### config.mk
export PLATFORM = sky130hd
export DESIGN_NAME = traffic_phase_sched_flat
export DESIGN_NICKNAME = d
export VERILOG_FILES = /design/src/rtl/traffic_phase_sched_pkg.sv /design/src/rtl/traffic_phase_sched_if.sv /design/src/rtl/traffic_phase_sched_tick_gen.sv /design/src/rtl/traffic_phase_sched.sv /design/src/flat_wrapper.sv
export SDC_FILE = /design/constraint.sdc
export NUM_CORES = 1
export LEC_CHECK = 0
export BUFFER_PORTS_ARGS = -buffer_cell sky130_fd_sc_hd__buf_2
export CORE_ASPECT_RATIO = 1.4
export CORE_MARGIN = 2
export CORE_UTILIZATION = 52
export CTS_CLUSTER_SIZE = 40
export DETAILED_ROUTE_END_ITERATION = 7
export PLACE_DENSITY = 0.68
export REMOVE_ABC_BUFFERS = 1
export SLEW_MARGIN = 25
export SYNTH_ARGS = -nofsm -noshare
export SYNTH_HDL_FRONTEND = slang
export SYNTH_SLANG_ARGS = --single-unit
### constraint.sdc
create_clock -name clk_50m -period 12 [get_ports clk_50m]
set_clock_uncertainty 0.05 [all_clocks]
set_input_delay 1.2 -clock clk_50m [delete_from_list [all_inputs] [get_ports clk_50m]]
set_output_delay 1.2 -clock clk_50m [all_outputs]
set_load 0.01 [all_outputs]
### src/rtl/traffic_phase_sched_pkg.sv
// Shared types and constants for the intersection phase scheduler.
package traffic_pkg;

  typedef enum logic [2:0] {
    A_GRN,
    A_YEL,
    ALL_RED2,
    B_GRN,
    B_YEL,
    ALL_RED1,
    FLASH
  } phase_e;

  // light1 bit positions: road A in [5:3], road B in [2:0], each {R,Y,G}
  localparam int unsigned LT_A_R = 5;
  localparam int unsigned LT_A_Y = 4;
  localparam int unsigned LT_A_G = 3;
  localparam int unsigned LT_B_R = 2;
  localparam int unsigned LT_B_Y = 1;
  localparam int unsigned LT_B_G = 0;

  localparam logic [5:0] LT_A_GRN   = 6'b001_100;
  localparam logic [5:0] LT_A_YEL   = 6'b010_100;
  localparam logic [5:0] LT_B_GRN   = 6'b100_001;
  localparam logic [5:0] LT_B_YEL   = 6'b100_010;
  localparam logic [5:0] LT_ALL_RED = 6'b100_100;
  localparam logic [5:0] LT_FLASH   = 6'b010_010;
  localparam logic [5:0] LT_OFF     = 6'b000_000;

  // Steady light pattern for a phase; FLASH is toggled by the scheduler itself.
  function automatic logic [5:0] light_of(input phase_e p);
    case (p)
      A_GRN:   return LT_A_GRN;
      A_YEL:   return LT_A_YEL;
      B_GRN:   return LT_B_GRN;
      B_YEL:   return LT_B_YEL;
      FLASH:   return LT_FLASH;
      default: return LT_ALL_RED;
    endcase
  endfunction

  // Two-digit BCD of 0..99 by repeated compare/subtract of ten.
  function automatic logic [7:0] to_bcd(input logic [6:0] v);
    logic [6:0] r;
    logic [3:0] t;
    r = v;
    t = '0;
    for (int unsigned i = 0; i < 9; i++) begin
      if (r >= 7'd10) begin
        r = r - 7'd10;
        t = t + 4'd1;
      end
    end
    return {t, 4'(r)};
  endfunction

endpackage

### src/rtl/traffic_phase_sched_if.sv
// Control inputs and display/light outputs of the phase scheduler.
interface traffic_phase_sched_if;
  logic       ped_req;
  logic       emg_hold;
  logic       night;
  logic [5:0] light1;
  logic [3:0] time_tens;
  logic [3:0] time_ones;
  logic       phase_done;

  modport master (
    output ped_req, emg_hold, night,
    input  light1, time_tens, time_ones, phase_done
  );

  modport slave (
    input  ped_req, emg_hold, night,
    output light1, time_tens, time_ones, phase_done
  );
endinterface

### src/rtl/traffic_phase_sched_tick_gen.sv
// Free-running prescaler: one-cycle tick every TICK_DIV clocks.
module tick_gen #(
  parameter int unsigned TICK_DIV = 50_000_000
) (
  input  logic clk_i,
  input  logic rst_i,
  output logic tick_o
);
  localparam int unsigned CW = (TICK_DIV > 1) ? $clog2(TICK_DIV) : 1;
  localparam logic [CW-1:0] LAST = CW'(TICK_DIV - 1);

  logic [CW-1:0] cnt_q;

  assign tick_o = (cnt_q == LAST);

  // Count up to TICK_DIV-1, then wrap.
  always_ff @(posedge clk_i or posedge rst_i) begin
    if (rst_i) cnt_q <= '0;
    else if (tick_o) cnt_q <= '0;
    else cnt_q <= cnt_q + 1'b1;
  end
endmodule

### src/rtl/traffic_phase_sched.sv
// Two-road phase scheduler: phase FSM, countdown, pedestrian latch, BCD display.
module traffic_phase_sched
  import traffic_pkg::*;
#(
  parameter int unsigned TICK_DIV = 50_000_000,
  parameter int unsigned GREEN_T  = 25,
  parameter int unsigned YELLOW_T = 3,
  parameter int unsigned ALLRED_T = 2,
  parameter int unsigned PED_T    = 5
) (
  input  logic                  clk_50m,
  input  logic                  rst,
  traffic_phase_sched_if.slave  bus
);
  localparam logic [6:0] GRN_R = 7'(GREEN_T);
  localparam logic [6:0] YEL_R = 7'(YELLOW_T);
  localparam logic [6:0] RED_R = 7'(ALLRED_T);
  localparam logic [6:0] PED_R = 7'(PED_T);
  localparam logic [7:0] BCD_RST = to_bcd(RED_R);

  logic       tick;
  phase_e     state_q, state_d;
  logic [6:0] remain_q, remain_d;
  logic       ped_q, ped_d;
  logic [5:0] light_q, light_d;
  logic [7:0] bcd_q, bcd_d;
  logic       done_q, done_d;
  logic       expire;

  tick_gen #(.TICK_DIV(TICK_DIV)) u_tick (
    .clk_i  (clk_50m),
    .rst_i  (rst),
    .tick_o (tick)
  );

  assign expire = tick && (remain_q == 7'd1);

  // Next phase/countdown; priority emg_hold > night > tick expiry > ped_req.
  always_comb begin
    state_d  = state_q;
    remain_d = remain_q;
    ped_d    = ped_q | bus.ped_req;
    case (state_q)
      A_GRN, B_GRN: begin
        // any pending request is consumed here; a new pulse re-arms the latch
        ped_d = bus.ped_req;
        if (bus.emg_hold || expire) begin
          state_d  = (state_q == A_GRN) ? A_YEL : B_YEL;
          remain_d = YEL_R;
        end else begin
          remain_d = tick ? remain_q - 7'd1 : remain_q;
          if (ped_q && remain_d > PED_R) remain_d = PED_R;
        end
      end
      A_YEL, B_YEL: begin
        if (expire) begin
          state_d  = (state_q == A_YEL) ? ALL_RED2 : ALL_RED1;
          remain_d = RED_R;
        end else if (tick) begin
          remain_d = remain_q - 7'd1;
        end
      end
      ALL_RED1, ALL_RED2: begin
        if (bus.emg_hold) begin
          remain_d = remain_q;
        end else if (expire) begin
          if (bus.night) begin
            state_d = FLASH;
          end else begin
            state_d  = (state_q == ALL_RED2) ? B_GRN : A_GRN;
            remain_d = GRN_R;
          end
        end else if (tick) begin
          remain_d = remain_q - 7'd1;
        end
      end
      FLASH: begin
        ped_d = 1'b0;
        if (bus.emg_hold || !bus.night) begin
          state_d  = ALL_RED1;
          remain_d = RED_R;
        end
      end
      default: begin
        state_d  = ALL_RED1;
        remain_d = RED_R;
      end
    endcase

    // FLASH starts lit and toggles per tick; other phases use their fixed pattern
    if (state_d == FLASH) begin
      if (state_q != FLASH) light_d = LT_FLASH;
      else if (tick) light_d = (light_q == LT_FLASH) ? LT_OFF : LT_FLASH;
      else light_d = light_q;
    end else begin
      light_d = light_of(state_d);
    end

    bcd_d  = (state_d == FLASH) ? 8'h00 : to_bcd(remain_d);
    done_d = (state_d != state_q);
  end

  // Register state and all outputs together.
  always_ff @(posedge clk_50m or posedge rst) begin
    if (rst) begin
      state_q  <= ALL_RED1;
      remain_q <= RED_R;
      ped_q    <= 1'b0;
      light_q  <= LT_ALL_RED;
      bcd_q    <= BCD_RST;
      done_q   <= 1'b0;
    end else begin
      state_q  <= state_d;
      remain_q <= remain_d;
      ped_q    <= ped_d;
      light_q  <= light_d;
      bcd_q    <= bcd_d;
      done_q   <= done_d;
    end
  end

  assign bus.light1     = light_q;
  assign bus.time_tens  = bcd_q[7:4];
  assign bus.time_ones  = bcd_q[3:0];
  assign bus.phase_done = done_q;
endmodule

### src/flat_wrapper.sv
// flat-port wrapper written by rule: the top's interface ports become plain ports
module traffic_phase_sched_flat import traffic_pkg::*;
#(
  parameter int unsigned TICK_DIV = 50_000_000,
  parameter int unsigned GREEN_T  = 25,
  parameter int unsigned YELLOW_T = 3,
  parameter int unsigned ALLRED_T = 2,
  parameter int unsigned PED_T    = 5
)
  (clk_50m, rst, bus_ped_req, bus_emg_hold, bus_night, bus_light1, bus_time_tens, bus_time_ones, bus_phase_done);
  traffic_phase_sched_if bus_i ();
  input  logic clk_50m;
  input  logic rst;
  input wire logic [$bits(bus_i.ped_req)-1:0] bus_ped_req;
  input wire logic [$bits(bus_i.emg_hold)-1:0] bus_emg_hold;
  input wire logic [$bits(bus_i.night)-1:0] bus_night;
  output wire logic [$bits(bus_i.light1)-1:0] bus_light1;
  output wire logic [$bits(bus_i.time_tens)-1:0] bus_time_tens;
  output wire logic [$bits(bus_i.time_ones)-1:0] bus_time_ones;
  output wire logic [$bits(bus_i.phase_done)-1:0] bus_phase_done;
  assign bus_i.ped_req = bus_ped_req;
  assign bus_i.emg_hold = bus_emg_hold;
  assign bus_i.night = bus_night;
  assign bus_light1 = bus_i.light1;
  assign bus_time_tens = bus_i.time_tens;
  assign bus_time_ones = bus_i.time_ones;
  assign bus_phase_done = bus_i.phase_done;
  traffic_phase_sched #(.TICK_DIV(TICK_DIV), .GREEN_T(GREEN_T), .YELLOW_T(YELLOW_T), .ALLRED_T(ALLRED_T), .PED_T(PED_T)) u_core (.clk_50m(clk_50m), .rst(rst), .bus(bus_i));
endmodule
* Word level (Yosys, flattened, before mapping)
Index checks and enable logic that the tools add are counted.
** Word-level totals
- Bits in registers :: 52
- Bits in latches :: 0
- RAM bits :: 0
- Bits in read-only memories :: 0
- Input port bits :: 5
- Memories kept :: 0
** Cells by class
- Add/sub/neg operators :: 19
- Multiply operators :: 0
- Div/mod/pow operators :: 0
- $lt $le $gt $ge :: 10
- Eq/ne operators :: 16
- Shift-type cells :: 0
- Multiplexer cells :: 45
- Bitwise gates (word level) :: 1
- Reductions and logical operators :: 10
** Operators by type and width (number)
- 2-to-1 mux 7 bit :: 16
- >= comparator 7 x 4 -> 1 bit, second input constant :: 9
- subtractor 7 x 4 -> 7 bit, second input constant :: 8
- 2-to-1 mux 4 bit :: 9
- adder 4 x 1 -> 4 bit, second input constant :: 7
- case mux 7 bit (4 select lines) :: 1
- adder 26 x 1 -> 26 bit, second input constant :: 1
- equality test 26 bit, second input constant :: 1
- 2-to-1 mux 26 bit :: 1
- 2-to-1 mux 3 bit :: 8
- case mux 6 bit (4 select lines) :: 1
- 2-to-1 mux 6 bit :: 3
- equality test 3 bit, second input constant :: 5
- case mux 3 bit (4 select lines) :: 1
- equality test 3 x 2 -> 1 bit, second input constant :: 3
- 2-to-1 mux 8 bit :: 1
- equality test 7 x 1 -> 1 bit, second input constant :: 1
- > comparator 7 x 3 -> 1 bit, second input constant :: 1
- subtractor 7 x 1 -> 7 bit, second input constant :: 1
- equality test 3 x 1 -> 1 bit, second input constant :: 2
- equality test 6 x 5 -> 1 bit, second input constant :: 1
- zero test 3 bit :: 2
- OR reduction 2 bit :: 3
- 2-to-1 mux 5 bit :: 1
- 12 further kinds :: 14

* Depth between registers and ports, before layout
- Depth after elaboration :: 26
- Depth in mapped cells :: 69
- Mapped depth without buffers :: 65

* Modules after synthesis
Synthesis repeated with hierarchy kept, for this count alone.
** Unflattened totals
- Cells, all modules :: 737
- Area total of the unflattened synthesis :: 5963.2 um2
** Modules (own cells, without submodules)
- traffic_phase_sched :: instances 1, cells each 610, area an instance 4664.5 um2, sequential area each 658.1 um2
- tick_gen :: instances 1, cells each 127, area an instance 1298.7 um2, sequential area each 650.6 um2

* Least setup slack after synthesis
OpenSTA, ideal clock, no wires.
- Path type :: input to register
- Start point :: input port bus_emg_hold
- End point :: register u_core.bcd_q[5]
- Arrival time :: 12.664 ns
- Path slack :: -0.813 ns
- Stages on the path :: 60
- Buffers on the path :: 2
- Cells stage by stage :: nand2b_1 o311ai_0 o211ai_1 o41ai_4 buf_2 nor3_1 o21bai_1 inv_1 ha_1 clkinv_1 nor2_1 o311ai_4 inv_1 mux2_2 ha_1 a41oi_1 o31ai_1 o2bb2a_2 (+24 left out) o21ai_0 a211o_1 a2111oi_2 o211a_2 nand2b_1 buf_2 nor2_1 a21oi_1 inv_1 ha_1 a22o_1 a21oi_4 mux2i_1 ha_1 inv_1 o31ai_2 a21oi_1 a311oi_1
** Between the ends
- Cells in the longest elaborated chain, start to end :: 22
- Elaborated cells between the ends (all ways) :: 54
- Those cells by class :: add/sub (16); order compare (9); eq/ne (1); mux (26); reduce/logical (2)
** Ends and longest elaborated chain
- start: declaration :: RTL line flat_wrapper.sv:15 : input wire logic [$bits(bus_i.emg_hold)-1:0] bus_emg_hold;
- logical OR 1 bit, on equally long branches :: RTL line traffic_phase_sched.sv:79, traffic_phase_sched.sv:47
- 2-to-1 mux 7 bit, on equally long branches :: RTL line traffic_phase_sched.sv:79, traffic_phase_sched.sv:47
- case mux 7 bit (4 select lines) :: RTL line traffic_phase_sched.sv:43 : case (state_q)
- subtractor 7 x 4 -> 7 bit or >= comparator 7 x 4 -> 1 bit (tied branches) :: RTL line traffic_phase_sched_pkg.sv:50, traffic_phase_sched_pkg.sv:49
- 2-to-1 mux 7 bit or 2-to-1 mux 1 bit (tied branches) :: RTL line traffic_phase_sched_pkg.sv:49 : if (r >= 7'd10) begin
- subtractor 7 x 4 -> 7 bit, or another cell as far along :: RTL line traffic_phase_sched_pkg.sv:50 : r = r - 7'd10;
- 2-to-1 mux 7 bit or 2-to-1 mux 4 bit (tied branches) :: RTL line traffic_phase_sched_pkg.sv:49
- subtractor 7 x 4 -> 7 bit, or another cell as far along :: RTL line traffic_phase_sched_pkg.sv:50
- (+7 left out)
- subtractor 7 x 4 -> 7 bit, or another cell as far along :: RTL line traffic_phase_sched_pkg.sv:50
- 2-to-1 mux 7 bit or 2-to-1 mux 4 bit (tied branches) :: RTL line traffic_phase_sched_pkg.sv:49
- subtractor 7 x 4 -> 7 bit, or another cell as far along :: RTL line traffic_phase_sched_pkg.sv:50
- 2-to-1 mux 7 bit or 2-to-1 mux 4 bit (tied branches) :: RTL line traffic_phase_sched_pkg.sv:49
- >= comparator 7 x 4 -> 1 bit or adder 4 x 1 -> 4 bit (tied branches) :: RTL line traffic_phase_sched_pkg.sv:49, traffic_phase_sched_pkg.sv:51
- 2-to-1 mux 4 bit :: RTL line traffic_phase_sched_pkg.sv:49
- 2-to-1 mux 8 bit (*) :: RTL line traffic_phase_sched.sv:99 : bcd_d = (state_d == FLASH) ? 8'h00 : to_bcd(remain_d);
- named net u_core.bcd_d[5] :: RTL line traffic_phase_sched.sv:26 : logic [7:0] bcd_q, bcd_d;
- end signal: assignment :: RTL line traffic_phase_sched.sv:110 : bcd_q <= BCD_RST;
- end signal: assignment :: RTL line traffic_phase_sched.sv:117 : bcd_q <= bcd_d;
- end: declaration :: RTL line traffic_phase_sched.sv:26
Mark *: on every way through the listed nets, which the timed path passes. The rest lies on a longest branch.
A chain may end at the register's enable or synchronous reset.

* Worst setup path after layout
- Start point :: register u_core.u_tick.cnt_q[8]
- End point :: register u_core.bcd_q[7]
** Between the ends
- Cells in the longest elaborated chain, start to end :: 26
- Elaborated cells between the ends (all ways) :: 61
- Those cells by class :: add/sub (16); order compare (10); eq/ne (2); mux (30); reduce/logical (3)
** Ends and longest elaborated chain
- start: declaration :: RTL line traffic_phase_sched_tick_gen.sv:12 : logic [CW-1:0] cnt_q;
- start signal: assignment :: RTL line traffic_phase_sched_tick_gen.sv:20 : else cnt_q <= cnt_q + 1'b1;
- equality test 26 bit (*) :: RTL line traffic_phase_sched_tick_gen.sv:14 : assign tick_o = (cnt_q == LAST);
- 2-to-1 mux 7 bit :: RTL line traffic_phase_sched.sv:51, traffic_phase_sched.sv:59, traffic_phase_sched.sv:73
- > comparator 7 x 3 -> 1 bit :: RTL line traffic_phase_sched.sv:52 : if (ped_q && remain_d > PED_R) remain_d = PED_R;
- logical AND 1 bit :: RTL line traffic_phase_sched.sv:52
- 2-to-1 mux 7 bit :: RTL line traffic_phase_sched.sv:52
- 2-to-1 mux 7 bit :: RTL line traffic_phase_sched.sv:47 : if (bus.emg_hold || expire) begin
- case mux 7 bit (4 select lines) (*) :: RTL line traffic_phase_sched.sv:43
- named net u_core.remain_d[1] :: RTL line traffic_phase_sched.sv:23 : logic [6:0] remain_q, remain_d;
- (+12 left out)
- subtractor 7 x 4 -> 7 bit, or another cell as far along :: RTL line traffic_phase_sched_pkg.sv:50
- 2-to-1 mux 7 bit or 2-to-1 mux 4 bit (tied branches) :: RTL line traffic_phase_sched_pkg.sv:49
- subtractor 7 x 4 -> 7 bit, or another cell as far along :: RTL line traffic_phase_sched_pkg.sv:50
- 2-to-1 mux 7 bit or 2-to-1 mux 4 bit (tied branches) :: RTL line traffic_phase_sched_pkg.sv:49
- >= comparator 7 x 4 -> 1 bit or adder 4 x 1 -> 4 bit (tied branches) :: RTL line traffic_phase_sched_pkg.sv:49, traffic_phase_sched_pkg.sv:51
- 2-to-1 mux 4 bit (*) :: RTL line traffic_phase_sched_pkg.sv:49
- 2-to-1 mux 8 bit (*) :: RTL line traffic_phase_sched.sv:99
- named net u_core.bcd_d[7] :: RTL line traffic_phase_sched.sv:26
Marked as above.

==> out/results.ini <==
[clock_network]
cts_hold_buf=0
cts_inserted_buffers=5
cts.reportedPaths.clkPinSlew_ns=0.07
cts_max_level=2
cts_tree=done
cts_sinks=52
clk_latency_ns=0.30
clockBufferDepth=2
cts_root_buffer=clkbuf_16

[synthesis]
synth.area.top_cells=dfrtp_1 (19%), ha_1 (4.2%), nor2_1 (3.8%)
synth_area_per_cell_um2=8.17
ys_seq_area_frac=0.218
synth.top_cell.area_share=0.192
synthCells=734
synthDistinctLibCells=117
synth.ff_latch_count=52
async_flop_share=1.00
synth_top_flop_cell=dfrtp_1
netlist_area_um2=6000
synth_warnings=0
synth_edf_count=0
synth_top_cell_by_area=dfrtp_1

[layout]
drive_gt1_frac=0.341
final_common_cell=buf_4
diodes=0
syn2layout_area_growth_pct=27.9
layoutNonFillerInstCount=1000
mostFrequentLayoutCells=buf_4 (123), nor2_1 (57), nand2_1 (52), dfrtp_1 (45)
final_util=0.680
fin_nets=881

[critical_path]
critPathSlowestCell=o41a_1
crit_top_cell=ha_2
cp-end-kind=register
critPathMaxStageDelay_ns=0.53
startpoint_type=register
critPathArrivalTime_ns=11.77
path_class=register to register
path_max_fanout=7
required_ns=12.17

[sta]
fin_crit_sh=0.967
slew_violations=0
maxSlewHeadroom=0.497
clock.fmax_ghz=0.0862
max_slew.worst_pin.slew_ns=0.754
finalSetupViolCount=0
rsz0062_at_grt=yes
postLayoutSetupSlackWorst_ns=0.393
fin_crit_ns=11.61
finalHoldViolCount=0

[route]
wl_per_cell_um=19.3
vias=6471
routed_wl_um=19300
drc=0
dr.pass1.iters=6
antenna_left=0
drt_iter0_markers=311
viasPerCell=6.47

[status]
status=complete, no violations

[floorplanning]
num_io_pins=20
fp.dieH_um=131
core_um2=11300
start_util=0.531
die_area_um2=12400
rows=46
die_x_um=94.8

[placement]
place.gp.congestion=1.03
placement.io_buffers=19
preCtsSetupSlack_ns=-0.635
dpl.cell_count=964
hpwlAfterDp_um=14500

[global_route]
track_usage=0.298
grt_pass1_wl_um=29600
grt_overflow=0
grt_antenna_before_repair=0
grt_pass1_vias=6311
grt_max_degree=53

[hold_path]
hold_path_class=register to register

[run]
max_cap_viol_count=0

[cells by family after synthesis]
group,synth area share
AOI/OAI and AO/OA,0.316
xor gates and xnor gates,0.0670
adders and majority gates,0.0417
buffers and inverters,0.0461
DFF,0.218
muxes,0.0428
and+or+nand+nor,0.268
[flip-flops by register name (all words and copies together), names as in the netlist]
name and count:
u_core.bcd_q 8, u_core.bus.light1 6, u_core.bus.phase_done 1, u_core.ped_q 1, u_core.remain_q 7, u_core.state_q 3
u_core.u_tick.cnt_q 26
[synthesized netlist by cell type (7+ instances only)]
cell type,n
nand3_1,31
dfrtp_1,46
o21ai_0,41
xnor2_1,24
a21o_1,10
and2_1,14
nor2b_1,14
buf_2,15
mux2_2,10
xor2_1,20
ha_1,20
and3_1,12
nand2_1,55
and4_1,8
or3_1,10
o211ai_1,10
nand2b_1,9
a31oi_1,7
mux2i_1,13
nor4_1,9
a211oi_1,13
nor3_1,13
clkbuf_1,9
a211o_1,8
a21oi_1,42
nand4_1,12
nor2_1,61
inv_1,25
[path summary, 6_finish.rpt]
| path | endpoint | slack, ns | cells past startpoint | startpoint |
|---|---|---|---|---|
| worst max-delay path | u_core.bcd_q[7] | 0.39 | 64 | u_core.u_tick.cnt_q[8] |
| worst min-delay path | u_core.bus.light1[5] | 0.43 | 2 | u_core.bus.light1[5] |
| worst max register to register | u_core.bcd_q[7] | 0.39 | 64 | u_core.u_tick.cnt_q[8] |
| worst min register to register | u_core.bus.light1[5] | 0.43 | 2 | u_core.bus.light1[5] |
| max in group asynchronous | u_core.u_tick.cnt_q[18] | 10.47 | 2 | rst |
| min in group asynchronous | u_core.bus.light1[0] | 0.94 | 2 | rst |
[metal layers]
layer | GRT usage | up-vias | wire length, um
met3 | 0.0217 | 65 | 510
met1 | 0.297 | 3167 | 7150
met4 | 0.163 | 0 | 814
met5 | 0 | - | 0
met2 | 0.596 | 179 | 10800
li1 | - | 3060 | -
[area by class of cell]
cell class,count,area [um^2]
Multi-Input combinational cell,621,4860
Timing Repair Buffer,146,1060
Sequential cell,52,1310
Inverter,30,118
Tap cell,144,180
Fill cell,961,3610
Clock buffer,5,125
Clock inverter,2,12.5
[critical path, delay by kind of cell (launching register included)]
kind	cells	cell delay, ns
and+or+nand+nor	15	2.27
DFF	1	0.41
buffers and inverters	14	1.55
adders and majority gates	7	1.30
AOI/OAI and AO/OA	23	4.52
muxes	5	1.39
[repair_timing]
action,in CTS,in global routing
endpoints found under the hold margin,0,0
setup endpoints to repair,7,7
gates resized for setup,32,71
buffers inserted,10,19
pin swaps,14,38
[through the flow]
stage               area (um^2)  hold slack (ns)  setup TNS (ns)
detailed placement         6850            0.423           -4.00
finish                     7670            0.433               0
global route               7670            0.456           -1.23
CTS                        7220            0.433               0
global placement           6850            0.420          -0.980
floorplan                  5830            0.415          -11.80
Power is not shown: default switching activity piles up to over one toggle a cycle in this logic, so the estimate is an artifact.
